$ cat config.mk
export PLATFORM = sky130hd
export DESIGN_NAME = sdp_brdma_rsp_arb_flat
export DESIGN_NICKNAME = d
export VERILOG_FILES = /design/src/rtl/sdp_brdma_pkg.sv /design/src/rtl/sdp_brdma_rsp_arb_if.sv /design/src/rtl/sdp_brdma_rsp_skid.sv /design/src/rtl/sdp_brdma_rsp_arb.sv /design/src/flat_wrapper.sv
export SDC_FILE = /design/constraint.sdc
export NUM_CORES = 2
export LEC_CHECK = 0
export CAP_MARGIN = 20
export CORE_AREA = 2 2 622 624
export DETAILED_ROUTE_END_ITERATION = 16
export DIE_AREA = 0 0 624 626
export GPL_TIMING_DRIVEN = 0
export PLACE_DENSITY = 0.31
export SYNTH_ARGS = -nofsm -noshare
export SYNTH_HDL_FRONTEND = slang
export SYNTH_SLANG_ARGS = --single-unit
$ cat constraint.sdc
create_clock -name nvdla_core_clk -period 25 [get_ports nvdla_core_clk]
set_input_delay 2.5 -clock nvdla_core_clk [delete_from_list [all_inputs] [get_ports nvdla_core_clk]]
set_output_delay 2.5 -clock nvdla_core_clk [all_outputs]
set_load 0.005 [all_outputs]
$ cat src/rtl/sdp_brdma_pkg.sv
// ---------------------------------------------------------------------------
// sdp_brdma_pkg
//   Shared definitions for the SDP B-side DMA read-response path.
//   PD_W   : response payload width (512 data bits + 2 mask bits)
//   CNT_W  : width of the per-layer beat counter / cfg_beat_total
//   state_e: layer controller states
//   src_e  : response source identifiers used by the round-robin arbiter
// ---------------------------------------------------------------------------
package sdp_brdma_pkg;

  localparam int PD_W  = 514;
  localparam int CNT_W = 22;

  typedef enum logic [1:0] {
    IDLE  = 2'd0,
    RUN   = 2'd1,
    DRAIN = 2'd2
  } state_e;

  typedef enum logic {
    SRC_MC = 1'b0,
    SRC_CV = 1'b1
  } src_e;

endpackage

$ cat src/rtl/sdp_brdma_rsp_arb_if.sv
// ---------------------------------------------------------------------------
// sdp_brdma_rsp_arb_if
//   Bundles the three valid/ready streams of the response arbiter:
//     mc_rsp_*  : MCIF read-response stream (into the arbiter)
//     cv_rsp_*  : CVIF read-response stream (into the arbiter)
//     out_*     : merged stream toward the BRDMA unpacker
//   modport slave  : the arbiter side (consumes mc/cv, produces out)
//   modport master : the environment side (produces mc/cv, consumes out)
// ---------------------------------------------------------------------------
interface sdp_brdma_rsp_arb_if
  import sdp_brdma_pkg::*;
#(
  parameter int PD_W = sdp_brdma_pkg::PD_W
);

  logic            mc_rsp_valid;
  logic            mc_rsp_ready;
  logic [PD_W-1:0] mc_rsp_pd;
  logic            cv_rsp_valid;
  logic            cv_rsp_ready;
  logic [PD_W-1:0] cv_rsp_pd;
  logic            out_valid;
  logic            out_ready;
  logic [PD_W-1:0] out_pd;

  modport slave (
    input  mc_rsp_valid, mc_rsp_pd,
    input  cv_rsp_valid, cv_rsp_pd,
    input  out_ready,
    output mc_rsp_ready, cv_rsp_ready,
    output out_valid, out_pd
  );

  modport master (
    output mc_rsp_valid, mc_rsp_pd,
    output cv_rsp_valid, cv_rsp_pd,
    output out_ready,
    input  mc_rsp_ready, cv_rsp_ready,
    input  out_valid, out_pd
  );

endinterface

$ cat src/rtl/sdp_brdma_rsp_skid.sv
// ---------------------------------------------------------------------------
// sdp_brdma_rsp_skid
//   Registered egress stage: a pipe register that drives the outputs plus a
//   single skid entry. in_ready_o is derived from flops only, so it never
//   depends combinationally on out_ready_i. 1-cycle latency, 1 beat/clk.
// Ports
//   nvdla_core_clk / nvdla_core_rstn : clock, async active-low reset
//   in_valid_i / in_ready_o / in_pd_i     : upstream beat
//   out_valid_o / out_ready_i / out_pd_o  : downstream beat (flop-driven)
//   idle_o                                : pipe and skid both empty
// ---------------------------------------------------------------------------
module sdp_brdma_rsp_skid
  import sdp_brdma_pkg::*;
#(
  parameter int PD_W = sdp_brdma_pkg::PD_W
) (
  input  logic            nvdla_core_clk,
  input  logic            nvdla_core_rstn,
  input  logic            in_valid_i,
  output logic            in_ready_o,
  input  logic [PD_W-1:0] in_pd_i,
  output logic            out_valid_o,
  input  logic            out_ready_i,
  output logic [PD_W-1:0] out_pd_o,
  output logic            idle_o
);

  logic            pipe_valid_q, pipe_valid_d;
  logic            skid_valid_q, skid_valid_d;
  logic [PD_W-1:0] pipe_pd_q;
  logic [PD_W-1:0] skid_pd_q;
  logic            pipe_ready;
  logic            in_acc;
  logic            out_stall;
  logic            load_pipe_in;
  logic            load_pipe_skid;
  logic            load_skid;

  // The pipe can always hand its beat on while the skid is free.
  assign pipe_ready = !skid_valid_q;
  assign in_ready_o = pipe_ready | !pipe_valid_q;
  assign in_acc     = in_valid_i & in_ready_o;
  assign out_stall  = pipe_valid_q & !out_ready_i;

  always_comb begin
    pipe_valid_d   = pipe_valid_q;
    skid_valid_d   = skid_valid_q;
    load_pipe_in   = 1'b0;
    load_pipe_skid = 1'b0;
    load_skid      = 1'b0;
    if (out_stall) begin
      // Pipe is held; a beat accepted now has to land in the skid.
      if (in_acc) begin
        skid_valid_d = 1'b1;
        load_skid    = 1'b1;
      end
    end else if (skid_valid_q) begin
      // Skid refills the pipe first; no accept is possible this cycle.
      pipe_valid_d   = 1'b1;
      skid_valid_d   = 1'b0;
      load_pipe_skid = 1'b1;
    end else begin
      pipe_valid_d = in_acc;
      load_pipe_in = in_acc;
    end
  end

  always_ff @(posedge nvdla_core_clk or negedge nvdla_core_rstn) begin
    if (!nvdla_core_rstn) begin
      pipe_valid_q <= 1'b0;
      skid_valid_q <= 1'b0;
    end else begin
      pipe_valid_q <= pipe_valid_d;
      skid_valid_q <= skid_valid_d;
    end
  end

  // Payload flops carry no reset; their valid bits qualify them.
  always_ff @(posedge nvdla_core_clk) begin
    if (load_skid) begin
      skid_pd_q <= in_pd_i;
    end
    if (load_pipe_in) begin
      pipe_pd_q <= in_pd_i;
    end else if (load_pipe_skid) begin
      pipe_pd_q <= skid_pd_q;
    end
  end

  assign out_valid_o = pipe_valid_q;
  assign out_pd_o    = pipe_pd_q;
  assign idle_o      = !pipe_valid_q & !skid_valid_q;

endmodule

$ cat src/rtl/sdp_brdma_rsp_arb.sv
// ---------------------------------------------------------------------------
// sdp_brdma_rsp_arb
//   Merges the MCIF and CVIF read-response streams of the SDP B-side DMA into
//   one egress stream toward the BRDMA unpacker. Round-robin arbitration,
//   per-layer beat accounting and a layer-done pulse. Egress goes through the
//   sdp_brdma_rsp_skid pipe/skid stage, so every output is flop-driven.
// Ports
//   nvdla_core_clk / nvdla_core_rstn : clock, async active-low reset
//   rsp_if (slave)   : mc_rsp_*, cv_rsp_* in; out_* merged stream out
//   op_load          : 1-cycle pulse, start a layer (IDLE only)
//   cfg_beat_total   : beats expected this layer, sampled on op_load
//   busy             : high from the cycle after op_load until layer_done
//   layer_done       : 1-cycle pulse when the layer has fully drained
// Optional feature macro: SDP_BRDMA_RSP_ARB_PERF_EN
//   Adds saturating perf_mc_beats / perf_cv_beats / perf_stall counters,
//   cleared on op_load and on reset.
// ---------------------------------------------------------------------------
module sdp_brdma_rsp_arb
  import sdp_brdma_pkg::*;
#(
  parameter int PD_W  = sdp_brdma_pkg::PD_W,
  parameter int CNT_W = sdp_brdma_pkg::CNT_W
) (
  input  logic                 nvdla_core_clk,
  input  logic                 nvdla_core_rstn,
  sdp_brdma_rsp_arb_if.slave   rsp_if,
  input  logic                 op_load,
  input  logic [CNT_W-1:0]     cfg_beat_total,
  output logic                 busy,
  output logic                 layer_done
`ifdef SDP_BRDMA_RSP_ARB_PERF_EN
  ,
  output logic [31:0]          perf_mc_beats,
  output logic [31:0]          perf_cv_beats,
  output logic [31:0]          perf_stall
`endif
);

  state_e           state_q, state_d;
  logic [CNT_W-1:0] cnt_q, cnt_d;
  logic [CNT_W-1:0] total_q, total_d;
  src_e             rr_last_q, rr_last_d;
  logic             busy_q, busy_d;
  logic             layer_done_q, layer_done_d;

  logic             pipe_ready_bc;
  logic             pipe_idle;
  logic             load_ok;
  logic             grant_mc, grant_cv;
  logic             in_open;
  logic             mc_acc, cv_acc, acc;
  logic             last_beat;
  logic [PD_W-1:0]  acc_pd;

  // A load arriving while layer_done is still showing belongs to the old
  // layer's handshake window and is dropped.
  assign load_ok = op_load & (state_q == IDLE) & !layer_done_q;

  // Grant looks only at current valids, so a stalled requester keeps its turn.
  assign grant_cv = rsp_if.cv_rsp_valid & (!rsp_if.mc_rsp_valid | (rr_last_q == SRC_MC));
  assign grant_mc = rsp_if.mc_rsp_valid & !grant_cv;

  assign in_open             = (state_q == RUN) & pipe_ready_bc;
  assign rsp_if.mc_rsp_ready = in_open & grant_mc;
  assign rsp_if.cv_rsp_ready = in_open & grant_cv;

  assign mc_acc    = rsp_if.mc_rsp_valid & rsp_if.mc_rsp_ready;
  assign cv_acc    = rsp_if.cv_rsp_valid & rsp_if.cv_rsp_ready;
  assign acc       = mc_acc | cv_acc;
  assign acc_pd    = mc_acc ? rsp_if.mc_rsp_pd : rsp_if.cv_rsp_pd;
  assign last_beat = acc & (cnt_q == (total_q - CNT_W'(1)));

  always_comb begin
    state_d      = state_q;
    cnt_d        = cnt_q;
    total_d      = total_q;
    busy_d       = busy_q;
    layer_done_d = 1'b0;
    rr_last_d    = rr_last_q;
    if (mc_acc) begin
      rr_last_d = SRC_MC;
    end else if (cv_acc) begin
      rr_last_d = SRC_CV;
    end
    case (state_q)
      IDLE: begin
        if (load_ok) begin
          total_d = cfg_beat_total;
          cnt_d   = '0;
          busy_d  = 1'b1;
          state_d = (cfg_beat_total != '0) ? RUN : DRAIN;
        end
      end
      RUN: begin
        if (acc) begin
          cnt_d = cnt_q + CNT_W'(1);
        end
        if (last_beat) begin
          state_d = DRAIN;
        end
      end
      DRAIN: begin
        if (pipe_idle) begin
          state_d      = IDLE;
          busy_d       = 1'b0;
          layer_done_d = 1'b1;
        end
      end
      default: begin
        state_d = IDLE;
      end
    endcase
  end

  always_ff @(posedge nvdla_core_clk or negedge nvdla_core_rstn) begin
    if (!nvdla_core_rstn) begin
      state_q      <= IDLE;
      cnt_q        <= '0;
      total_q      <= '0;
      rr_last_q    <= SRC_CV;
      busy_q       <= 1'b0;
      layer_done_q <= 1'b0;
    end else begin
      state_q      <= state_d;
      cnt_q        <= cnt_d;
      total_q      <= total_d;
      rr_last_q    <= rr_last_d;
      busy_q       <= busy_d;
      layer_done_q <= layer_done_d;
    end
  end

  assign busy       = busy_q;
  assign layer_done = layer_done_q;

  sdp_brdma_rsp_skid #(
    .PD_W (PD_W)
  ) u_skid (
    .nvdla_core_clk  (nvdla_core_clk),
    .nvdla_core_rstn (nvdla_core_rstn),
    .in_valid_i      (acc),
    .in_ready_o      (pipe_ready_bc),
    .in_pd_i         (acc_pd),
    .out_valid_o     (rsp_if.out_valid),
    .out_ready_i     (rsp_if.out_ready),
    .out_pd_o        (rsp_if.out_pd),
    .idle_o          (pipe_idle)
  );

`ifdef SDP_BRDMA_RSP_ARB_PERF_EN
  logic [2:0] perf_inc;

  assign perf_inc[0] = mc_acc;
  assign perf_inc[1] = cv_acc;
  assign perf_inc[2] = rsp_if.out_valid & !rsp_if.out_ready;

  for (genvar gi = 0; gi < 3; gi++) begin : g_perf
    logic [31:0] cnt_q;
    always_ff @(posedge nvdla_core_clk or negedge nvdla_core_rstn) begin
      if (!nvdla_core_rstn) begin
        cnt_q <= '0;
      end else if (op_load) begin
        cnt_q <= '0;
      end else if (perf_inc[gi] && (cnt_q != '1)) begin
        cnt_q <= cnt_q + 32'd1;
      end
    end
  end

  assign perf_mc_beats = g_perf[0].cnt_q;
  assign perf_cv_beats = g_perf[1].cnt_q;
  assign perf_stall    = g_perf[2].cnt_q;
`endif

endmodule

$ cat src/flat_wrapper.sv
// flat-port wrapper written by rule: the top's interface ports become plain ports
module sdp_brdma_rsp_arb_flat import sdp_brdma_pkg::*;
#(
  parameter int PD_W  = sdp_brdma_pkg::PD_W,
  parameter int CNT_W = sdp_brdma_pkg::CNT_W
)
  (nvdla_core_clk, nvdla_core_rstn, op_load, cfg_beat_total, busy, layer_done, rsp_if_mc_rsp_valid, rsp_if_mc_rsp_pd, rsp_if_cv_rsp_valid, rsp_if_cv_rsp_pd, rsp_if_out_ready, rsp_if_mc_rsp_ready, rsp_if_cv_rsp_ready, rsp_if_out_valid, rsp_if_out_pd);
  sdp_brdma_rsp_arb_if #(.PD_W(PD_W)) rsp_if_i ();
  input  logic nvdla_core_clk;
  input  logic nvdla_core_rstn;
  input  logic op_load;
  input  logic [CNT_W-1:0] cfg_beat_total;
  output logic busy;
  output logic layer_done;
  input wire logic [$bits(rsp_if_i.mc_rsp_valid)-1:0] rsp_if_mc_rsp_valid;
  input wire logic [$bits(rsp_if_i.mc_rsp_pd)-1:0] rsp_if_mc_rsp_pd;
  input wire logic [$bits(rsp_if_i.cv_rsp_valid)-1:0] rsp_if_cv_rsp_valid;
  input wire logic [$bits(rsp_if_i.cv_rsp_pd)-1:0] rsp_if_cv_rsp_pd;
  input wire logic [$bits(rsp_if_i.out_ready)-1:0] rsp_if_out_ready;
  output wire logic [$bits(rsp_if_i.mc_rsp_ready)-1:0] rsp_if_mc_rsp_ready;
  output wire logic [$bits(rsp_if_i.cv_rsp_ready)-1:0] rsp_if_cv_rsp_ready;
  output wire logic [$bits(rsp_if_i.out_valid)-1:0] rsp_if_out_valid;
  output wire logic [$bits(rsp_if_i.out_pd)-1:0] rsp_if_out_pd;
  assign rsp_if_i.mc_rsp_valid = rsp_if_mc_rsp_valid;
  assign rsp_if_i.mc_rsp_pd = rsp_if_mc_rsp_pd;
  assign rsp_if_i.cv_rsp_valid = rsp_if_cv_rsp_valid;
  assign rsp_if_i.cv_rsp_pd = rsp_if_cv_rsp_pd;
  assign rsp_if_i.out_ready = rsp_if_out_ready;
  assign rsp_if_mc_rsp_ready = rsp_if_i.mc_rsp_ready;
  assign rsp_if_cv_rsp_ready = rsp_if_i.cv_rsp_ready;
  assign rsp_if_out_valid = rsp_if_i.out_valid;
  assign rsp_if_out_pd = rsp_if_i.out_pd;
  sdp_brdma_rsp_arb #(.PD_W(PD_W), .CNT_W(CNT_W)) u_core (.nvdla_core_clk(nvdla_core_clk), .nvdla_core_rstn(nvdla_core_rstn), .rsp_if(rsp_if_i), .op_load(op_load), .cfg_beat_total(cfg_beat_total), .busy(busy), .layer_done(layer_done));
endmodule
==> impl_metrics.py <==
metrics = {
    "clocking": {
        "clk_pin_slew_ps": 60,
        "h-tree-depth": 4,
        "clock_sinks": 1079,
        "cts_setup_buffers": 0,
        "root_buffer": "clkbuf_16",
        "ctsLongestPathBuffers": 4,
        "cts_tree": "built",
        "cts_buffers": 152,
        "cts_resized": 0,
        "clkLatencyLatePin_ps": 810,
        "cts_hold_buf": 0,
    },
    "placed_design": {
        "dpl_cell_area_mm2": 0.0696,
        "dp_hpwl_um": 223000,
        "gp_congestion": 0.886,
        "io_buffer_count": 1574,
        "pre_cts_slack_ps": 16870,
    },
    "floorplan": {
        "start_util_pct": 12.0,
        "io_pins": 1575,
        "die_x_um": 624,
        "num_rows": 228,
        "die_h_um": 626,
        "dieArea_mm2": 0.391,
        "core-area_mm2": 0.384,
    },
    "worst_setup_path": {
        "startpoint_type": "primary input",
        "end_kind": "primary output",
        "cp_slowest_cell": "clkbuf_1",
        "crit_fanout": 10,
        "crit_path_frequent_cell": "clkdlybuf4s50_1",
        "cp.arrival_ps": 5460,
        "path_buf_inv": 5,
        "critPathKind": "in2out",
        "cp_top_family": "buffers and inverters",
        "critPathMaxStageDelay_ps": 830,
        "cp_cell_sequence": "clkdlybuf4s50_1 -> nand2b_1 -> nand3_1 -> inv_1 -> clkbuf_2 -> clkbuf_1 -> clkdlybuf4s50_1",
        "critPathRequiredTime_ps": 22500,
    },
    "cells_and_area": {
        "drive_above_1_share_pct": 14.8,
        "final_cell_area_mm2": 0.0745,
        "multi_input_comb_area_mm2": 0.0133,
        "syn_to_final_growth_pct": 61.3,
        "nNetsFinal": 6478,
        "nFillCells": 41767,
        "seq_area_mm2": 0.0321,
    },
    "timing": {
        "tns_ps": 0,
        "slew_headroom_pct": 30.6,
        "final_hold_viol_count": 0,
        "worst_slew_pin_slew_ps": 1040,
        "grt_setup_unrepaired": "false",
        "finalClockSkew_ps": 30.9,
        "timing.hold.ws_ps": 507,
        "setup_violations": 0,
        "post-route-period-util_pct": 31.9,
        "finalWorstSetupSlack_ps": 17040,
        "maxSlewViolCount": 0,
        "fin_crit_ps": 7960,
        "fmax_mhz": 126,
    },
    "global_route": {
        "grt-ovfl-total": 0,
        "grt_pass1_vias": 36276,
        "grt_pass1_wl_um": 349000,
        "track_usage_pct": 13.3,
        "antenna_found_initial": 32,
        "grt_max_degree": 29,
    },
    "run_status": {
        "status": "finished, final reports clean",
    },
    "synthesis": {
        "yosys_warnings": 0,
        "ys_seq_area_share_pct": 69.6,
        "synth_edf_count": 1028,
        "synth.avg_cell_area_um2": 12.7,
        "ys_types": 55,
        "syn-cell-area_mm2": 0.0462,
        "ys.flop_type": "edfxtp_1",
        "synth_common_cells": "nand2_1, edfxtp_1, mux2_2",
        "syn-num-nets": 4681,
        "yosysMostFrequentCell": "nand2_1",
        "synthArstFlopShare_pct": 4.73,
        "syn_inst": 3623,
        "synth_top_cell_by_area": "edfxtp_1",
        "ys_top_cells_by_area": "edfxtp_1, nand2_1, mux2_2",
        "ys_ff_latch": 1079,
        "synth_top_area_share_pct": 66.8,
    },
    "detailed_routing": {
        "route.detailed.drc": 0,
        "routed_wl_um": 271000,
        "num_vias": 35213,
        "drt.antenna.violating_nets": 0,
        "drt_iter0_markers": 2111,
        "wire_per_inst_um": 25.5,
        "vias_per_cell": 3.32,
        "dr.pass1.iters": 5,
    },
    "pwr": {
        "p_leak_nw": 27.2,
        "max-vdd-ir-drop_mv": 0.0452,
        "finalPower_mw": 6.33,
        "power_density_mw_per_mm2": 85.0,
    },
    "worst_hold_path": {
        "hp-class": "reg2reg",
    },
    "flow_run": {
        "drv_cap": 0,
    },
}
## path summary, 6_finish.rpt
kind                                     start                           to  slack (ps)  depth (start not counted)
min in group asynchronous      nvdla_core_rstn           u_core.total_q[21]        1730                          1
hold reg to reg             u_core.total_q[21]           u_core.total_q[21]         510                          2
hold / removal              u_core.total_q[21]           u_core.total_q[21]         510                          2
max in group asynchronous      nvdla_core_rstn             u_core.rr_last_q       22600                          2
setup reg to reg             u_core.state_q[1]  u_core.u_skid.out_pd_o[443]       20350                         13
setup / recovery           rsp_if_cv_rsp_valid          rsp_if_mc_rsp_ready       17040                          7
## logic make-up after synthesis
group | synth area share (%)
adder cells (fa/ha/maj) | 0.0542
AO/OA/AOI/OAI | 0.607
flip-flops | 69.6
buffers and inverters | 1.58
XOR/XNOR | 0.758
multiplexers | 12.6
AND/OR/NAND/NOR | 14.8
## where the power goes
part,switching [mW],leakage (nW),internal [mW]
Combinational,0.953,14.4,0.725
Clock,0.907,2.33,1.27
Sequential,0.104,10.5,2.38
Total,1.96,27.2,4.37
## worst min-delay path, delay by kind of cell, from the launching register on
| kind | cells | cell delay, ps |
|---|---|---|
| AND/OR/NAND/NOR | 2 | 110 |
| flip-flops | 1 | 360 |
## flip-flops by register name, summed over array words and instances, names as in the netlist, 2 cells and up
signal	flops
u_core.state_q	2
u_core.u_skid.out_pd_o	514
u_core.total_q	22
u_core.u_skid.skid_pd_q	514
u_core.cnt_q	22
## cell type report
type	instances	area share, %
inverters	9	0.0453
multi-input cells	2351	17.9
clock inverters	80	1.16
well taps	5060	8.50
plain buffers	184	0.955
flip-flops and latches	1079	43.1
diodes	18	0.0604
repair buffers	1643	22.9
clock buffers	190	5.32
## cell usage in the layout (no fill, tap or decap), types with 5 or more instances in the layout
master / n
nand2_1: 1624
clkdlybuf4s50_1: 1573
edfxtp_1: 1028
mux2_2: 515
clkbuf_1: 200
clkbuf_16: 153
dfrtp_1: 50
buf_12: 44
nor2_1: 40
clkinv_1: 24
clkinv_2: 22
xor2_1: 21
xnor2_1: 19
diode_2: 18
buf_8: 15
o21ai_0: 14
bufinv_16: 13
clkbuf_2: 11
nand3_1: 10
nor4_1: 10
inv_1: 9
buf_1: 9
nor3_1: 8
buf_16: 8
nand4_1: 7
clkinvlp_4: 7
and3_1: 6
a21oi_1: 6
nand2b_1: 5
or3_1: 5
## metrics by stage
stage          cells  utilization (%)
6_report       10614             19.4
5_1_grt        10598             19.4
4_1_cts        10596             19.4
3_5_place_dp   10326             18.1
3_3_place_gp   10257             17.8
2_1_floorplan   3623                -
## metal layers
metal  track usage, %  vias to the layer above  routed length [um]
met5                0                        -                  41
met4             2.59                        6                5420
met3             3.23                      259               16600
met2             25.6                     1120              148000
met1             14.5                    17597              101000
li1                 -                    16231                   -
Note: power is estimated with default switching activity, not from simulation.
